File: src/rtl/mem_burst_initiator.sv
// -----------------------------------------------------------------------------
// mem_burst_initiator
//
// Drives one port of a synchronous single-clock RAM. The RAM port has a
// registered read path (one cycle of read latency) and a write enable.
// The block takes burst read/write commands from a host and turns each one
// into per-beat RAM strobes. Read data goes back to the host over a
// valid/ready response channel. Two instances can serve the two ports of a
// true dual-port RAM.
//
// Ports:
//   i_clk, i_rst      clock; synchronous active-high reset
//   i_cmd_*           command channel (valid/ready); we selects write burst,
//                     addr is the start address, len is beats minus one
//   o_cmd_ready       high only while idle, so commands are never queued
//   i_wr_*            write beat data channel (valid/ready)
//   o_rsp_*           read beat response channel (valid/ready)
//   o_mem_*           RAM address, write data and write/read strobes
//   i_mem_rdata       RAM read data, valid the cycle after o_mem_re
//   o_busy            high whenever a burst is in progress
//   o_done            one-cycle pulse in the cycle the block returns to idle
//                     after the final beat of a burst
// -----------------------------------------------------------------------------
module mem_burst_initiator #(
    parameter int DATA_W = 8,
    parameter int ADDR_W = 6,
    parameter int LEN_W  = 4
) (
    input  logic              i_clk,
    input  logic              i_rst,

    input  logic              i_cmd_valid,
    output logic              o_cmd_ready,
    input  logic              i_cmd_we,
    input  logic [ADDR_W-1:0] i_cmd_addr,
    input  logic [LEN_W-1:0]  i_cmd_len,

    input  logic              i_wr_valid,
    output logic              o_wr_ready,
    input  logic [DATA_W-1:0] i_wr_data,

    output logic              o_rsp_valid,
    input  logic              i_rsp_ready,
    output logic [DATA_W-1:0] o_rsp_data,

    output logic [ADDR_W-1:0] o_mem_addr,
    output logic [DATA_W-1:0] o_mem_wdata,
    output logic              o_mem_we,
    output logic              o_mem_re,
    input  logic [DATA_W-1:0] i_mem_rdata,

    output logic              o_busy,
    output logic              o_done
);

    typedef enum logic [2:0] {
        S_IDLE     = 3'd0,
        S_WRITE    = 3'd1,
        S_RD_ISSUE = 3'd2,
        S_RD_WAIT  = 3'd3,
        S_RD_RESP  = 3'd4
    } state_t;

    state_t              r_state;
    state_t              w_next_state;

    logic [ADDR_W-1:0]   r_addr;
    logic [LEN_W-1:0]    r_beat_cnt;
    logic                r_rsp_valid;
    logic [DATA_W-1:0]   r_rsp_data;
    logic                r_done;

    logic                w_accept;
    logic                w_beat_done;
    logic                w_last_beat;

    // The beat counter holds the number of beats still to go after the
    // current one, so zero marks the final beat of the burst.
    assign w_last_beat = (r_beat_cnt == '0);

    always_ff @(posedge i_clk) begin
        if (i_rst) begin
            r_state <= S_IDLE;
        end else begin
            r_state <= w_next_state;
        end
    end

    // Next-state and strobe decode. Strobes are purely combinational from
    // the state (and wr_valid while writing), so leaving a state drops them
    // in the very next cycle, including after a reset.
    always_comb begin
        w_next_state = r_state;
        o_cmd_ready  = 1'b0;
        o_wr_ready   = 1'b0;
        o_mem_we     = 1'b0;
        o_mem_re     = 1'b0;
        o_mem_wdata  = '0;
        w_accept     = 1'b0;
        w_beat_done  = 1'b0;

        case (r_state)
            S_IDLE: begin
                o_cmd_ready = 1'b1;
                if (i_cmd_valid) begin
                    w_accept     = 1'b1;
                    w_next_state = i_cmd_we ? S_WRITE : S_RD_ISSUE;
                end
            end
            S_WRITE: begin
                o_wr_ready  = 1'b1;
                o_mem_we    = i_wr_valid;
                o_mem_wdata = i_wr_data;
                if (i_wr_valid) begin
                    w_beat_done  = 1'b1;
                    w_next_state = w_last_beat ? S_IDLE : S_WRITE;
                end
            end
            S_RD_ISSUE: begin
                o_mem_re     = 1'b1;
                w_next_state = S_RD_WAIT;
            end
            S_RD_WAIT: begin
                w_next_state = S_RD_RESP;
            end
            S_RD_RESP: begin
                if (i_rsp_ready) begin
                    w_beat_done  = 1'b1;
                    w_next_state = w_last_beat ? S_IDLE : S_RD_ISSUE;
                end
            end
            default: begin
                w_next_state = S_IDLE;
            end
        endcase
    end

    // Burst bookkeeping and the response register. On the final beat the
    // address is left pointing at that beat rather than advanced, and done
    // is raised for the cycle in which the block is back in idle.
    always_ff @(posedge i_clk) begin
        if (i_rst) begin
            r_addr      <= '0;
            r_beat_cnt  <= '0;
            r_rsp_valid <= 1'b0;
            r_rsp_data  <= '0;
            r_done      <= 1'b0;
        end else begin
            r_done <= w_beat_done && w_last_beat;

            if (w_accept) begin
                r_addr     <= i_cmd_addr;
                r_beat_cnt <= i_cmd_len;
            end else if (w_beat_done && !w_last_beat) begin
                r_addr     <= r_addr + ADDR_W'(1);
                r_beat_cnt <= r_beat_cnt - LEN_W'(1);
            end

            // RAM data issued last cycle is valid now; capture it and hold
            // it stable until the host takes it.
            if (r_state == S_RD_WAIT) begin
                r_rsp_data  <= i_mem_rdata;
                r_rsp_valid <= 1'b1;
            end else if ((r_state == S_RD_RESP) && i_rsp_ready) begin
                r_rsp_valid <= 1'b0;
            end
        end
    end

    assign o_mem_addr  = r_addr;
    assign o_rsp_valid = r_rsp_valid;
    assign o_rsp_data  = r_rsp_data;
    assign o_done      = r_done;
    assign o_busy      = (r_state != S_IDLE);

endmodule

File: config.mk
export PLATFORM = sky130hd
export DESIGN_NAME = mem_burst_initiator
export DESIGN_NICKNAME = d
export VERILOG_FILES = /design/src/rtl/mem_burst_initiator.sv
export SDC_FILE = /design/constraint.sdc
export NUM_CORES = 1
export LEC_CHECK = 0
export CORE_MARGIN = 1.5
export CORE_UTILIZATION = 43
export DETAILED_ROUTE_END_ITERATION = 16
export GPL_TIMING_DRIVEN = 1
export PLACE_DENSITY_LB_ADDON = 0.1
export SLEW_MARGIN = 10
export SYNTH_ARGS = -nofsm -noshare
export SYNTH_HDL_FRONTEND = slang
export SYNTH_SLANG_ARGS = --single-unit
File: constraint.sdc
create_clock -name i_clk -period 4.8 [get_ports i_clk]
set_input_delay 0.96 -clock i_clk [delete_from_list [all_inputs] [get_ports i_clk]]
set_output_delay 0.96 -clock i_clk [all_outputs]
set_load 0.02 [all_outputs]
==> out/results.ini, run 1 <==
[layout]
final_nets=235
layout_commonest_cell=clkdlybuf4s50_1
drive_gt1_share_pct=6.50
multi_input_area_um2=733
fillers=250
fin_util_pct=68.4
stdcell_count=231
area_growth_pct=50.1
regArea_um2=460
final_cell_mix=clkdlybuf4s50_1, nor2_1, dfxtp_1
antenna_cells=0

[timing]
setup_violations=0
slew_headroom_pct=52.4
hold_viol_final=0
finalCritPeriodShare_pct=69.8
fmax_mhz=298
fin_skew_ns=0.00684
whs_ns=0.517
worst_pin_slew_ns=0.714
period_minus_slack_ns=3.35
fin_tns_setup_ns=0
rsz0062_at_grt=no
slew_viol_final=0

[cts]
cts-buffers-inserted=3
cts_num_sinks=23
htree_levels=1
cts_resized=0
cts_root_buf=clkbuf_4
post-cts-setup-buffers=0
cts_hold_buf=0
clkTransAtPathRegs_ns=0.12
cts_tree=built
clockBufferDepth=2
clk_latency_ns=0.31

[floorplan]
fp-row-count=19
initial_core_util_pct=45.6
fp.dieW_um=57.1
die_h_um=57.1
core_mm2=0.00276
ioPinCount=61
dieArea_mm2=0.00325

[critical_path]
critical_path_required_ns=3.84
r2r_cells=4
cp-end-kind=output pin
reg2reg_from=r_state[0]
critPathMaxFanout=5
worstPathArrival_ns=2.39
startpoint_type=input port
r2r-end=o_mem_addr[5]
r2r_setup_slack_ns=2.73
crit_type=input port to output pin

[flow_run]
maxCapViolations=0

[drt]
ant_nets=0
wl_per_cell_um=13.5
routed-via-count=1251
route.detailed.drc=0
drt-pass1-iter-count=4
viasPerCell=5.42
drt-initial-drc-count=41
totalWireLength_um=3120

[synth]
synth_seq_cells=23
yosysSeqAreaShare_pct=36.7
syn-num-nets=179
avgSynthCellArea_um2=8.66
yosys_warnings=0
synth_edf_count=0
synth-main-ff-cell=dfxtp_1
synth-async-reset-ratio_pct=0
syn-cell-area_mm2=0.00126
postSynthCellCount=145
synth_cell_types=39

[grt]
grt_max_degree=26
antenna_found_initial=0
grt_pass1_wl_um=5080
grt_pass1_vias=1215
track_usage_pct=19.3
grt.overflow.total=0

[status]
status=finished clean

[power]
power.leakage_uw=0.000742
p_total_uw=498
ir_worst_vdd_mv=0.228
p_per_area_mw_per_mm2=264

[placed_design]
placed_cells=227
gp_congestion=0.706
dpl.hpwl_um=2310
port_buffers=60

[worst_hold_path]
hold_start=o_rsp_data[6]
worstHoldEndpoint=o_rsp_data[6]
hp-class=register to register
hold_depth=2

## synth_stat cells (4+ instances only)
library cell,n,area [µm²]
nor2_1,26,97.6
dfxtp_1,23,460
and3_1,8,50.1
mux2i_1,9,90.1
a21oi_1,7,35.0
nand2_1,6,22.5
or3_1,4,25.0
nor3_1,4,20.0
clkbuf_1,5,18.8
a211oi_1,5,37.5
o21ai_0,5,25.0
## report_power, final
group	leakage (µW)	switching [µW]	internal [µW]
logic	0.000540	83.6	92.5
clock network	0.0000139	60.2	31.8
registers	0.000188	23.4	207
## cells by family after synthesis
logic type               synth area share, %
flip-flops                              36.7
AO/OA/AOI/OAI                           17.4
buffers and inverters                   4.98
AND/OR/NAND/NOR                         29.5
multiplexers                            8.07
XOR/XNOR                                1.39
adder cells (fa/ha/maj)                 1.99
## worst max path at each step
stage / endpoint / slack, ns / start
floorplan: o_busy / 2.51 / r_state[2]
global placement: o_mem_we / 1.46 / i_wr_valid
detailed placement: o_mem_we / 1.44 / i_wr_valid
CTS: o_mem_we / 1.44 / i_wr_valid
global route: o_mem_we / 1.40 / i_wr_valid
finish: o_mem_we / 1.45 / i_wr_valid
## flip-flops by register name (all words and copies together), names as in the netlist
signal / count
o_rsp_data: 8
o_mem_addr: 6
r_beat_cnt: 4
r_state: 3
o_done: 1
o_rsp_valid: 1
## stage by stage
stage                     area [µm²]  worst slack, ns
final                           1890             1.45
after global routing            1890             1.40
after CTS                       1890             1.44
after detailed placement        1860             1.44
after global placement          1860             1.46
after floorplan                 1260             2.51
## routing by layer
layer  up-vias  share of wire (%)  global-route usage [%]  routed length [µm]
li1        634                  -                       -                   -
met1       575                 43                    22.0                1350
met2        38                 51                    36.5                1590
met3         4                5.3                    4.54                 166
met4         0               0.48                    3.99                  15
met5         -                  0                       0                   0
## final cells by class
| type | count | area share [%] |
|---|---|---|
| Tap cell | 31 | 2.06 |
| Clock buffer | 3 | 1.19 |
| Clock inverter | 1 | 0.398 |
| Sequential cell | 23 | 24.4 |
| Timing Repair Buffer | 61 | 32.2 |
| Multi-Input combinational cell | 108 | 38.9 |
| Inverter | 4 | 0.796 |
## critical path, stage by stage
cell	delay (ns)
clkdlybuf4s50_1	0.54
nand4bb_4	0.14
inv_2	0.14
clkdlybuf4s50_1	0.61
(Power assumes the default switching activity.)
==> run 2, diff against run 1 <==
--- a/config.mk
+++ b/config.mk
@@ -6,7 +6,7 @@
 export NUM_CORES = 1
 export LEC_CHECK = 0
 export CORE_MARGIN = 1.5
-export CORE_UTILIZATION = 43
+export CORE_UTILIZATION = 40
 export DETAILED_ROUTE_END_ITERATION = 16
 export GPL_TIMING_DRIVEN = 1
 export PLACE_DENSITY_LB_ADDON = 0.1
==> constraint.sdc (replaced) <==
create_clock -name i_clk -period 3.48 [get_ports i_clk]
set_input_delay 0.696 -clock i_clk [delete_from_list [all_inputs] [get_ports i_clk]]
set_output_delay 0.696 -clock i_clk [all_outputs]
set_load 0.02 [all_outputs]
==> run 2 against run 1 <==
Critical path depth did not move; register-to-register slack got worse by 1.3 ns; worst setup slack got worse by 0.79 ns; core utilization fell by 5.6 points; combinational power rose by 38%; global-route usage fell by 2.4 points; wire length fell by 2.6%; highest routed layer unchanged; sequential share of layout area fell by 0.21 points; final cell count rose by 5.6%.
==> out/results.ini, run 2 (synthesized netlist as in run 1, its figures left out) <==
[layout]
layout_commonest_cell=clkdlybuf4s50_1
multi_input_area_um2=733
final_cell_mix=clkdlybuf4s50_1, nor2_1, dfxtp_1
stdcell_count=244
largest_reg_flops=8
area_growth_pct=51.4
antenna_cells=0
regArea_um2=460
final_nets=235
fillers=290
fin_area_mm2=0.00190
drive_gt1_share_pct=6.50

[drt]
totalWireLength_um=3040
ant_nets=0
drt-initial-drc-count=47
wl_per_cell_um=12.5
routed-via-count=1249
route.detailed.drc=0
viasPerCell=5.12
drt-pass1-iter-count=4

[timing]
slew_headroom_pct=53.0
whs_ns=0.506
rsz0062_at_grt=no
slew_viol_final=0
period_minus_slack_ns=2.83
fin_tns_setup_ns=0
fmax_mhz=354
worst_pin_slew_ns=0.704
hold_viol_final=0
setup_violations=0
fin_skew_ns=0.00686
finalCritPeriodShare_pct=81.2

[critical_path]
r2r-end=o_mem_addr[5]
reg2reg_from=r_state[0]
crit_type=input port to output pin
startpoint_type=input port
cp_slowest_cell=clkdlybuf4s50_1
path_common_cell=clkdlybuf4s50_1
r2r_cells=4
critPathMaxFanout=5
critical_path_required_ns=2.78
crit_chain=clkdlybuf4s50_1 > nand4bb_4 > inv_2 > clkdlybuf4s50_1
worstPathArrival_ns=2.13
r2r_setup_slack_ns=1.44
slowest_delay_ns=0.61
cp-end-kind=output pin

[worst_hold_path]
hold_start=o_rsp_valid
worstHoldEndpoint=o_rsp_valid
hold_depth=2
hp-class=register to register

[floorplan]
core_mm2=0.00303
die_h_um=59.0
dieArea_mm2=0.00349
ioPinCount=61
fp.dieW_um=59.0
fp-row-count=20
initial_core_util_pct=41.5

[grt]
grt_max_degree=25
grt.overflow.total=0
antenna_found_initial=0
grt_pass1_vias=1058
grt_pass1_wl_um=4550
track_usage_pct=16.9

[cts]
cts-buffers-inserted=3
cts_root_buf=clkbuf_4
cts_resized=0
clk_latency_ns=0.31
post-cts-setup-buffers=0
cts_hold_buf=0
cts_tree=built
clockBufferDepth=2
clkTransAtPathRegs_ns=0.12
cts_num_sinks=23
htree_levels=1

[placed_design]
gp_congestion=0.759
place_area_mm2=0.00187
dpl.hpwl_um=2310
port_buffers=60
placed_cells=240

[flow_run]
maxCapViolations=0

[power]
p_per_area_mw_per_mm2=360
power.leakage_uw=0.000742
ir_worst_vdd_mv=0.233

[status]
status=finished clean

-- run 2: report_power, final --
part	switching [µW]	internal [µW]	leakage, µW
logic	114	128	0.000540
clock network	81.9	43.8	0.0000139
registers	31.5	285	0.000188
total	227	457	0.000742
-- run 2: per-layer routing --
layer  track usage (%)  wire length (µm)  vias up
met2              29.8              1540       34
met5                 0                 0        -
li1                  -                 -      638
met4              4.55                16        0
met3              4.59               184        2
met1              20.0              1300      575
-- run 2: through the flow --
step           power [µW]  util (%)  worst slack (ns)
5_1_grt               728      62.8             0.553
4_1_cts               694      62.8             0.641
6_report              684      62.8             0.654
2_1_floorplan         457         -              1.45
3_3_place_gp          560      61.8             0.663
3_5_place_dp          565      61.8             0.642
-- run 2: worst max-delay path by stage --
stage,start,end,slack (ns),depth (start not counted)
floorplan,r_state[2],o_busy,1.45,3
global placement,i_wr_valid,o_mem_we,0.66,4
detailed placement,i_wr_valid,o_mem_we,0.64,4
CTS,i_wr_valid,o_mem_we,0.64,4
global route,r_state[2],o_mem_wdata[4],0.55,3
finish,i_wr_valid,o_mem_we,0.65,4
-- run 2: final cells by class --
type | count | share of cell area, %
flip-flops and latches | 23 | 24.2
inverters | 4 | 0.789
well taps | 44 | 2.89
multi-input cells | 108 | 38.6
repair buffers | 61 | 32.0
clock inverters | 1 | 0.395
clock buffers | 3 | 1.18
-- run 2: critical path: cells and delay by family --
kind | cells | cell delay (ns)
buf+inv | 3 | 1.29
simple gates | 1 | 0.14
==> run 3, diff against run 2 <==
==> constraint.sdc (replaced) <==
create_clock -name i_clk -period 2.95 [get_ports i_clk]
set_input_delay 0.59 -clock i_clk [delete_from_list [all_inputs] [get_ports i_clk]]
set_output_delay 0.59 -clock i_clk [all_outputs]
set_load 0.02 [all_outputs]
==> run 3 against run 2 <==
Final cell count increased by 0.41%; non-clock buffer count increased by 1; clock skew decreased by 0.0021 ns; sequential power increased by 17%; sequential cell count unchanged; register-to-register slack got worse by 0.53 ns; combinational power increased by 19%.
==> out/results.ini, run 3 (synthesized netlist as in run 1, its figures left out) <==
[critical_path]
reg2reg_from=r_state[0]
critPathMaxFanout=15
crit_type=register to output pin
startpoint_type=register
crit_chain=nor2_1 > and3_1 > clkdlybuf4s50_1
worstPathArrival_ns=2.06
cp_slowest_cell=clkdlybuf4s50_1
critical_path_required_ns=2.36
critPathBufInv=1
crit_start=r_state[2]
critical_path.top_delay_family=simple AND/OR/NAND/NOR gates
slowest_delay_ns=0.61
cp-end-kind=output pin

[timing]
slew_headroom_pct=54.9
worst_pin_slew_ns=0.675
fmax_mhz=378
fin_tns_setup_ns=0
whs_ns=0.507
hold_viol_final=0
setup_violations=0
fin_skew_ns=0.00471
rsz0062_at_grt=no
finalCritPeriodShare_pct=89.7
slew_viol_final=0
period_minus_slack_ns=2.65

[floorplan]
dieArea_mm2=0.00349
initial_core_util_pct=41.5
die_h_um=59.0
fp-row-count=20
core_mm2=0.00303
ioPinCount=61
fp.dieW_um=59.0

[grt]
grt_pass1_vias=1108
antenna_found_initial=0
grt_pass1_wl_um=4840
track_usage_pct=18.1
grt_max_degree=25
grt.overflow.total=0

[cts]
post-cts-setup-buffers=0
cts_num_sinks=23
clk_latency_ns=0.31
cts_root_buf=clkbuf_4
cts-buffers-inserted=3
cts_hold_buf=0
clockBufferDepth=2
cts_tree=built
cts_resized=0
htree_levels=1
clkTransAtPathRegs_ns=0.13

[layout]
stdcell_count=245
final_cell_mix=clkdlybuf4s50_1, nor2_1, dfxtp_1
fillers=282
fin_util_pct=63.0
final_nets=236
largest_reg_flops=8
multi_input_area_um2=733
area_growth_pct=51.8
drive_gt1_share_pct=6.97
layout_commonest_cell=clkdlybuf4s50_1
antenna_cells=0
regArea_um2=460

[placed_design]
dpl.hpwl_um=2340
placed_cells=241
port_buffers=60
gp_congestion=0.733

[power]
power.leakage_uw=0.000751
p_per_area_mw_per_mm2=421
ir_worst_vdd_mv=0.262

[drt]
wl_per_cell_um=12.6
viasPerCell=5.08
drt-initial-drc-count=39
route.detailed.drc=0
drt-pass1-iter-count=4
routed-via-count=1245
totalWireLength_um=3080
ant_nets=0

[status]
status=finished clean

[flow_run]
maxCapViolations=0

[worst_hold_path]
hold_start=o_rsp_valid
hp-class=register to register

## run 3: changes by cell type in the layout (fill, tap and decap cells not counted), sizes merged
| cell | change |
|---|---|
| clkinv | +1 |
| buf | +1 |
| clkinvlp | -1 |
## run 3: through the flow
stage / power [µW] / worst slack (ns) / cell area (µm²)
5_1_grt: 860 / 0.122 / 1910
3_3_place_gp: 662 / 0.345 / 1880
3_5_place_dp: 667 / 0.323 / 1880
2_1_floorplan: 539 / 1.03 / 1260
4_1_cts: 817 / 0.291 / 1910
6_report: 803 / 0.304 / 1910
## run 3: path summary, 6_finish.rpt
check	slack [ns]	cells past startpoint	end
max	0.30	3	o_mem_wdata[1]
min	0.51	2	o_rsp_valid
min reg2reg	0.51	2	o_rsp_valid
max reg2reg	0.91	4	o_mem_addr[5]
## run 3: cell type report
| type | count | share of cell area [%] |
|---|---|---|
| Tap cell | 44 | 2.89 |
| Inverter | 4 | 0.787 |
| Sequential cell | 23 | 24.1 |
| Clock buffer | 3 | 1.18 |
| Multi-Input combinational cell | 108 | 38.5 |
| Timing Repair Buffer | 62 | 32.3 |
| Clock inverter | 1 | 0.262 |
## run 3: per-layer routing
metal / track usage [%] / vias up / wire (µm)
met5: 0 / - / 0
met4: 4.87 / 0 / 37
met3: 5.02 / 4 / 156
met2: 31.7 / 32 / 1530
met1: 21.8 / 563 / 1360
li1: - / 646 / -
## run 3: report_power, final
part	internal, µW	leakage [µW]	switching, µW	total [µW]
registers	336	0.000188	34.8	371
logic	152	0.000545	136	288
clock network	50.6	0.0000177	93.4	144
## run 3: worst register-to-register path: stages, from the launching register on
cell      delay (ns)
dfxtp_1         0.78
or4b_1          0.59
nand3b_1        0.18
mux2_1          0.34
o211ai_1        0.09
